<file path="src/rtl/dmem_pkg.sv">
// Shared types and funct3 decode helpers for the data-memory access controller.
package dmem_pkg;

  typedef enum logic [2:0] {
    StIdle,
    StWr,
    StRd,
    StWait,
    StMrg,
    StErr
  } state_e;

  localparam logic [2:0] F3_B  = 3'b000;
  localparam logic [2:0] F3_H  = 3'b001;
  localparam logic [2:0] F3_W  = 3'b010;
  localparam logic [2:0] F3_BU = 3'b100;
  localparam logic [2:0] F3_HU = 3'b101;

  // True when the access must be rejected: misaligned, unknown funct3, or unsigned store.
  function automatic logic access_bad(input logic [2:0] funct3, input logic we,
                                      input logic [1:0] off);
    logic bad;
    case (funct3)
      F3_B:    bad = 1'b0;
      F3_H:    bad = off[0];
      F3_W:    bad = |off;
      F3_BU:   bad = we;
      F3_HU:   bad = we | off[0];
      default: bad = 1'b1;
    endcase
    return bad;
  endfunction

endpackage

</file>
<file path="src/rtl/dmem_lane_align.sv">
// Byte/halfword lane handling: load extraction with extension, and sub-word store merge.
module dmem_lane_align
  import dmem_pkg::*;
(
  input  logic [2:0]  funct3,
  input  logic [1:0]  off,
  input  logic [31:0] rdata,
  input  logic [31:0] wdata,
  output logic [31:0] load_data,
  output logic [31:0] merged
);

  logic [7:0]  byte_sel;
  logic [15:0] half_sel;

  always_comb begin
    byte_sel = rdata[{off, 3'b000} +: 8];
    half_sel = off[1] ? rdata[31:16] : rdata[15:0];
    case (funct3)
      F3_B:    load_data = {{24{byte_sel[7]}}, byte_sel};
      F3_BU:   load_data = {24'h0, byte_sel};
      F3_H:    load_data = {{16{half_sel[15]}}, half_sel};
      F3_HU:   load_data = {16'h0, half_sel};
      default: load_data = rdata;
    endcase
  end

  always_comb begin
    merged = rdata;
    if (funct3 == F3_H) begin
      merged[{off[1], 4'b0000} +: 16] = wdata[15:0];
    end else begin
      merged[{off, 3'b000} +: 8] = wdata[7:0];
    end
  end

endmodule

</file>
<file path="src/rtl/dmem_access_ctrl.sv">
// Sequences core and loader accesses onto a single-port synchronous data memory,
// with starvation-bounded arbitration and read-modify-write for sub-word stores.
module dmem_access_ctrl
  import dmem_pkg::*;
#(
  parameter int unsigned ADDR_W     = 5,
  parameter int unsigned STARVE_MAX = 4
) (
  input  logic              clk,
  input  logic              n_rst,
  input  logic              c_req,
  output logic              c_ready,
  input  logic              c_we,
  input  logic [2:0]        c_funct3,
  input  logic [31:0]       c_addr,
  input  logic [31:0]       c_wdata,
  output logic              c_rvalid,
  output logic [31:0]       c_rdata,
  output logic              c_err,
  input  logic              l_req,
  output logic              l_ready,
  input  logic [31:0]       l_addr,
  input  logic [31:0]       l_wdata,
  output logic              mem_en,
  output logic              mem_we,
  output logic [ADDR_W-1:0] mem_addr,
  output logic [31:0]       mem_wdata,
  input  logic [31:0]       mem_rdata
);

  localparam int unsigned StarveW = $clog2(STARVE_MAX + 1);

  state_e              state_q, state_d;
  logic [StarveW-1:0]  starve_q, starve_d;
  logic [ADDR_W+1:0]   addr_q, addr_d;
  logic [31:0]         wdata_q, wdata_d;
  logic [2:0]          funct3_q, funct3_d;
  logic                store_q, store_d;
  logic                core_q, core_d;
  logic                rvalid_q, rvalid_d;
  logic                err_q, err_d;
  logic [31:0]         rdata_q, rdata_d;

  logic                l_grant, c_grant, c_bad;
  logic [31:0]         load_data, merged;

  dmem_lane_align u_lane_align (
    .funct3    (funct3_q),
    .off       (addr_q[1:0]),
    .rdata     (mem_rdata),
    .wdata     (wdata_q),
    .load_data (load_data),
    .merged    (merged)
  );

  always_comb begin
    l_grant = (state_q == StIdle) && l_req &&
              (!c_req || (starve_q == StarveW'(STARVE_MAX)));
    c_grant = (state_q == StIdle) && c_req && !l_grant;
    c_bad   = access_bad(c_funct3, c_we, c_addr[1:0]);
  end

  assign c_ready  = c_grant;
  assign l_ready  = l_grant;
  assign c_rvalid = rvalid_q;
  assign c_rdata  = rdata_q;
  assign c_err    = err_q;

  always_ff @(posedge clk or negedge n_rst) begin
    if (!n_rst) begin
      state_q <= StIdle;
    end else begin
      state_q <= state_d;
    end
  end

  always_comb begin
    state_d = state_q;
    unique case (state_q)
      StIdle: begin
        if (l_grant) begin
          state_d = StWr;
        end else if (c_grant) begin
          if (c_bad)                           state_d = StErr;
          else if (c_we && c_funct3 == F3_W)   state_d = StWr;
          else                                 state_d = StRd;
        end
      end
      StRd:               state_d = StWait;
      StWait:             state_d = store_q ? StMrg : StIdle;
      StWr, StMrg, StErr: state_d = StIdle;
      default:            state_d = StIdle;
    endcase
  end

  // Request capture at accept; the WAIT cycle overwrites wdata with the merged word.
  always_comb begin
    starve_d = starve_q;
    addr_d   = addr_q;
    wdata_d  = wdata_q;
    funct3_d = funct3_q;
    store_d  = store_q;
    core_d   = core_q;
    if (l_grant) begin
      starve_d = '0;
      addr_d   = l_addr[ADDR_W+1:0];
      wdata_d  = l_wdata;
      funct3_d = F3_W;
      store_d  = 1'b1;
      core_d   = 1'b0;
    end else if (c_grant) begin
      if (l_req) starve_d = starve_q + 1'b1;
      addr_d   = c_addr[ADDR_W+1:0];
      wdata_d  = c_wdata;
      funct3_d = c_funct3;
      store_d  = c_we;
      core_d   = 1'b1;
    end
    if (state_q == StWait && store_q) wdata_d = merged;
  end

  always_comb begin
    rvalid_d = 1'b0;
    err_d    = 1'b0;
    rdata_d  = '0;
    unique case (state_q)
      StIdle: begin
        if (c_grant && c_bad) begin
          rvalid_d = 1'b1;
          err_d    = 1'b1;
        end
      end
      StWr:   rvalid_d = core_q;
      StWait: begin
        if (!store_q) begin
          rvalid_d = 1'b1;
          rdata_d  = load_data;
        end
      end
      StMrg:  rvalid_d = 1'b1;
      default: ;
    endcase
    mem_en    = state_q inside {StWr, StRd, StMrg};
    mem_we    = state_q inside {StWr, StMrg};
    mem_addr  = mem_en ? addr_q[ADDR_W+1:2] : '0;
    mem_wdata = mem_we ? wdata_q : '0;
  end

  always_ff @(posedge clk or negedge n_rst) begin
    if (!n_rst) begin
      starve_q <= '0;
      addr_q   <= '0;
      wdata_q  <= '0;
      funct3_q <= '0;
      store_q  <= 1'b0;
      core_q   <= 1'b0;
      rvalid_q <= 1'b0;
      err_q    <= 1'b0;
      rdata_q  <= '0;
    end else begin
      starve_q <= starve_d;
      addr_q   <= addr_d;
      wdata_q  <= wdata_d;
      funct3_q <= funct3_d;
      store_q  <= store_d;
      core_q   <= core_d;
      rvalid_q <= rvalid_d;
      err_q    <= err_d;
      rdata_q  <= rdata_d;
    end
  end

endmodule

</file>
<file path="config.mk">
export PLATFORM = sky130hd
export DESIGN_NAME = dmem_access_ctrl
export DESIGN_NICKNAME = d
export VERILOG_FILES = /design/src/rtl/dmem_pkg.sv /design/src/rtl/dmem_lane_align.sv /design/src/rtl/dmem_access_ctrl.sv
export SDC_FILE = /design/constraint.sdc
export NUM_CORES = 1
export LEC_CHECK = 0
export ABC_CLOCK_PERIOD_IN_PS = 4200
export BUFFER_PORTS_ARGS = -buffer_cell sky130_fd_sc_hd__buf_2
export CORE_ASPECT_RATIO = 0.6
export CORE_MARGIN = 2
export CORE_UTILIZATION = 52
export DETAILED_ROUTE_END_ITERATION = 8
export PLACE_DENSITY = 0.87
export SKIP_CTS_REPAIR_TIMING = 1
export SYNTH_ARGS = -nofsm -noshare
export SYNTH_HDL_FRONTEND = slang
export SYNTH_SLANG_ARGS = --single-unit
</file>
<file path="constraint.sdc">
create_clock -name clk -period 4.2 [get_ports clk]
set_clock_uncertainty 0.2 [all_clocks]
set_input_delay 0 -clock clk [delete_from_list [all_inputs] [get_ports clk]]
set_output_delay 0 -clock clk [all_outputs]
set_load 0.05 [all_outputs]
</file>
==> run_results.csv <==
group,metric,value,unit
logic_synthesis,synth_nets,717,
sta,hold_viol_final,3,
critical_path,crit_type,"reg2reg",
logic_synthesis,synth_cell_types,66,
sta,rsz0062_at_grt,"no",
layout,synthToLayoutAreaGrowth,44.7,%
pwr,p_clk_share,15.3,%
place,place.gp.congestion,0.990,
logic_synthesis,yosysWarningCount,0,
die,die_w,135,µm
pwr,p_total,5.66,mW
sta,drv_slew,0,
critical_path,worstSetupStartpointType,"flip-flop",
critical_path,reg2regPathDepth,7,
critical_path,slowest_delay,690,ps
min_path,min_to,"wdata_q[31]",
place,io_buffer_count,192,
route,via_per_inst,6.51,
route,vias,6254,
pwr,sequentialPowerShare,25.8,%
logic_synthesis,yosysSeqAreaShare,39.3,%
sta,post-route-period-util,93.4,%
critical_path,r2r_slack,280,ps
critical_path,timing.rr.end,"wdata_q[11]",
die,die_area,11100,µm²
pwr,power.density,731,nW/µm²
pwr,swShare,51.3,%
clock_network,clk_pin_slew_worst_paths,70,ps
route,first_pass_iters,5,
critical_path,critPathRequiredTime,4290,ps
pwr,p_int,2.76,mW
critical_path,crit_top_cell,"a311oi_1",
pwr,ir_drop,0.575,mV
grt,grt_usage,32.0,%
logic_synthesis,ys_async_sr_fraction,100,%
sta,setup_violations,0,
route,postRouteWirelength,21.5,mm
clock_network,clock-sinks,84,
sta,slew_headroom,28.5,%
grt,grt_overflow,0,
status,outcome,"finished, violations left",
place,placed_area,6270,µm²
layout,nNetsFinal,995,
clock_network,cts-buffers-inserted,9,
die,io_pins,243,
logic_synthesis,netlist_area,5350,µm²
clock_network,cts_tree,"yes",
logic_synthesis,synth_cells,542,
clock_network,htree_levels,3,
critical_path,crit_chain,"buf_4 > clkinv_1 > ha_1 > nor3b_1 > a311oi_1 > a311oi_1 > dlygate4sd3_1",
logic_synthesis,synthFlopType,"dfrtp_1",
clock_network,clk_latency,360,ps
status,violations,"negative hold slack",
pwr,p_comb_share,58.9,%
critical_path,path_max_fanout,33,
layout,drive_gt1_share,30.2,%
logic_synthesis,ys_ff_latch,84,
route,ant_nets,0,
clock_network,clk_path_buf_depth,2,
min_path,holdCritPathClass,"in2reg",
layout,fin_area,7740,µm²
min_path,whs_path_depth,4,
logic_synthesis,synth_area_per_cell,9.87,µm²
pwr,p_switching,2.90,mW
grt,grt_pass1_vias,5170,
grt,antenna_found_initial,2,
die,core_area,9950,µm²
grt,grt_max_degree,85,
place,dpl.cell_count,828,
grt,grt_first_pass_wirelength,27.0,mm
critical_path,worstPathArrival,4010,ps
place,dp_hpwl,13.1,mm
place,place_ws,961,ps
die,die_h,82.6,µm
route,drc,0,
sta,max_freq,255,MHz
die,rows,28,
sta,fin_ws,276,ps
route,wl_per_cell,22.4,µm
pwr,power.leakage,3.85,nW
die,initial_core_util,53.8,%
sta,tightestPinTransition,1070,ps
critical_path,crit_path_top_delay_cell,"nor3b_1",
sta,tns,0,ps
sta,holdWs,-62.9,ps
critical_path,critPathCaptureType,"flip-flop",
logic_synthesis,synth_edf_count,0,
route,drt_iter0_drc,768,
job,drv_cap,0,
clock_network,root_buffer,"clkbuf_16",
min_path,min_from,"c_wdata[31]",
layout,fin_cells,961,
sta,min_period,3920,ps
critical_path,reg2reg_from,"addr_q[1]",
[metrics by stage]
stage                     hold WS [ps]  util (%)
after detailed placement          25.7      63.0
after global routing             -5.07      77.8
final                            -62.9      77.8
after CTS                         -349      66.1
after floorplan                   -496         -
after global placement            2.97      63.0
[critical path, delay by kind of cell, from the launching register on]
family / cells / cell delay, ps
compound gates: 2 / 630
flops: 1 / 320
buf+inv: 3 / 1510
simple gates: 1 / 690
fa+ha+maj: 1 / 500
[per-layer routing]
metal | wire, µm | track usage, %
met5 | 0 | 0
met4 | 1370 | 12.6
met3 | 3000 | 10.7
met2 | 9390 | 50.0
met1 | 7720 | 41.8
[how the worst max path moves through the flow]
stage | start | endpoint | slack, ps | cells past startpoint
after floorplan | addr_q[1] | wdata_q[16] | 1570 | 7
after global placement | addr_q[1] | wdata_q[8] | 1160 | 6
after detailed placement | addr_q[1] | wdata_q[11] | 960 | 6
after CTS | addr_q[1] | wdata_q[11] | 930 | 6
after global routing | addr_q[1] | wdata_q[9] | 30 | 7
final | addr_q[1] | wdata_q[11] | 280 | 7
[flip-flops by register name, indices dropped and copies added, names as in the netlist, 3 cells and up]
register,cells
funct3_q,3
wdata_q,32
state_q,3
addr_q,7
c_rdata,32
starve_q,3
[power groups by stage]
stage	registers (mW)	logic (mW)	clock network [mW]
floorplan	1.28	2.36	0
global placement	1.40	2.79	0
detailed placement	1.42	2.89	0
CTS	1.42	2.90	0.850
global route	1.48	3.49	0.899
finish	1.46	3.33	0.864
[area by class of cell]
class	count	area (µm²)
Fill cell	617	2200
Sequential cell	84	2100
Tap cell	135	169
Timing Repair Buffer	314	2170
Antenna cell	1	2.50
Inverter	33	124
Clock inverter	7	88.8
Clock buffer	9	225
Multi-Input combinational cell	378	2860
[Yosys cell counts (2+ instances only)]
library cell / n / share of area, %
buf_4: 3 / 0.42
nand2_1: 38 / 2.7
nor3_1: 19 / 1.8
o22ai_1: 8 / 0.94
a21o_1: 17 / 2.4
a311oi_1: 16 / 2.6
ha_1: 7 / 1.6
a22o_1: 3 / 0.49
a221oi_1: 38 / 6.2
nor2_1: 12 / 0.84
dfrtp_1: 84 / 39
nand2b_1: 3 / 0.35
buf_2: 12 / 1.1
a21boi_0: 2 / 0.28
mux2_2: 9 / 1.9
a211oi_1: 9 / 1.3
clkbuf_1: 19 / 1.3
inv_1: 31 / 2.2
nor4b_1: 2 / 0.33
a21oi_1: 19 / 1.8
o221ai_1: 9 / 1.5
nor2b_1: 3 / 0.35
mux4_2: 8 / 3.4
and2_1: 30 / 3.5
a221oi_2: 2 / 0.56
nand3_1: 18 / 1.7
o21ai_0: 26 / 2.4
o31a_1: 9 / 1.5
mux2i_1: 22 / 4.1
buf_1: 4 / 0.28
buf_6: 9 / 1.9
o21bai_1: 8 / 1.1
o21a_1: 10 / 1.4
[logic make-up after synthesis]
| group | count (synthesis) | share of synthesized area [%] |
|---|---|---|
| compound gates | 188 | 26.8 |
| xor+xnor | 1 | 0.164 |
| fa+ha+maj | 7 | 1.64 |
| buf+inv | 80 | 7.36 |
| flops | 84 | 39.3 |
| mux | 41 | 10.1 |
| simple gates | 141 | 14.7 |
[placed cells by master, fill, tap and decap left out, drive strengths merged, types with 13 or more instances in the layout]
cell type and count:
dfrtp 84, nor2 13, nor3 19, dlygate4sd3 116, a311oi 16, and2 30
inv 37, mux2i 24, buf 198, o21ai 28, nand3 18, a221oi 40
nand2 39, a21oi 20, a21o 17
No activity file was read; power rests on OpenSTA's default activity.
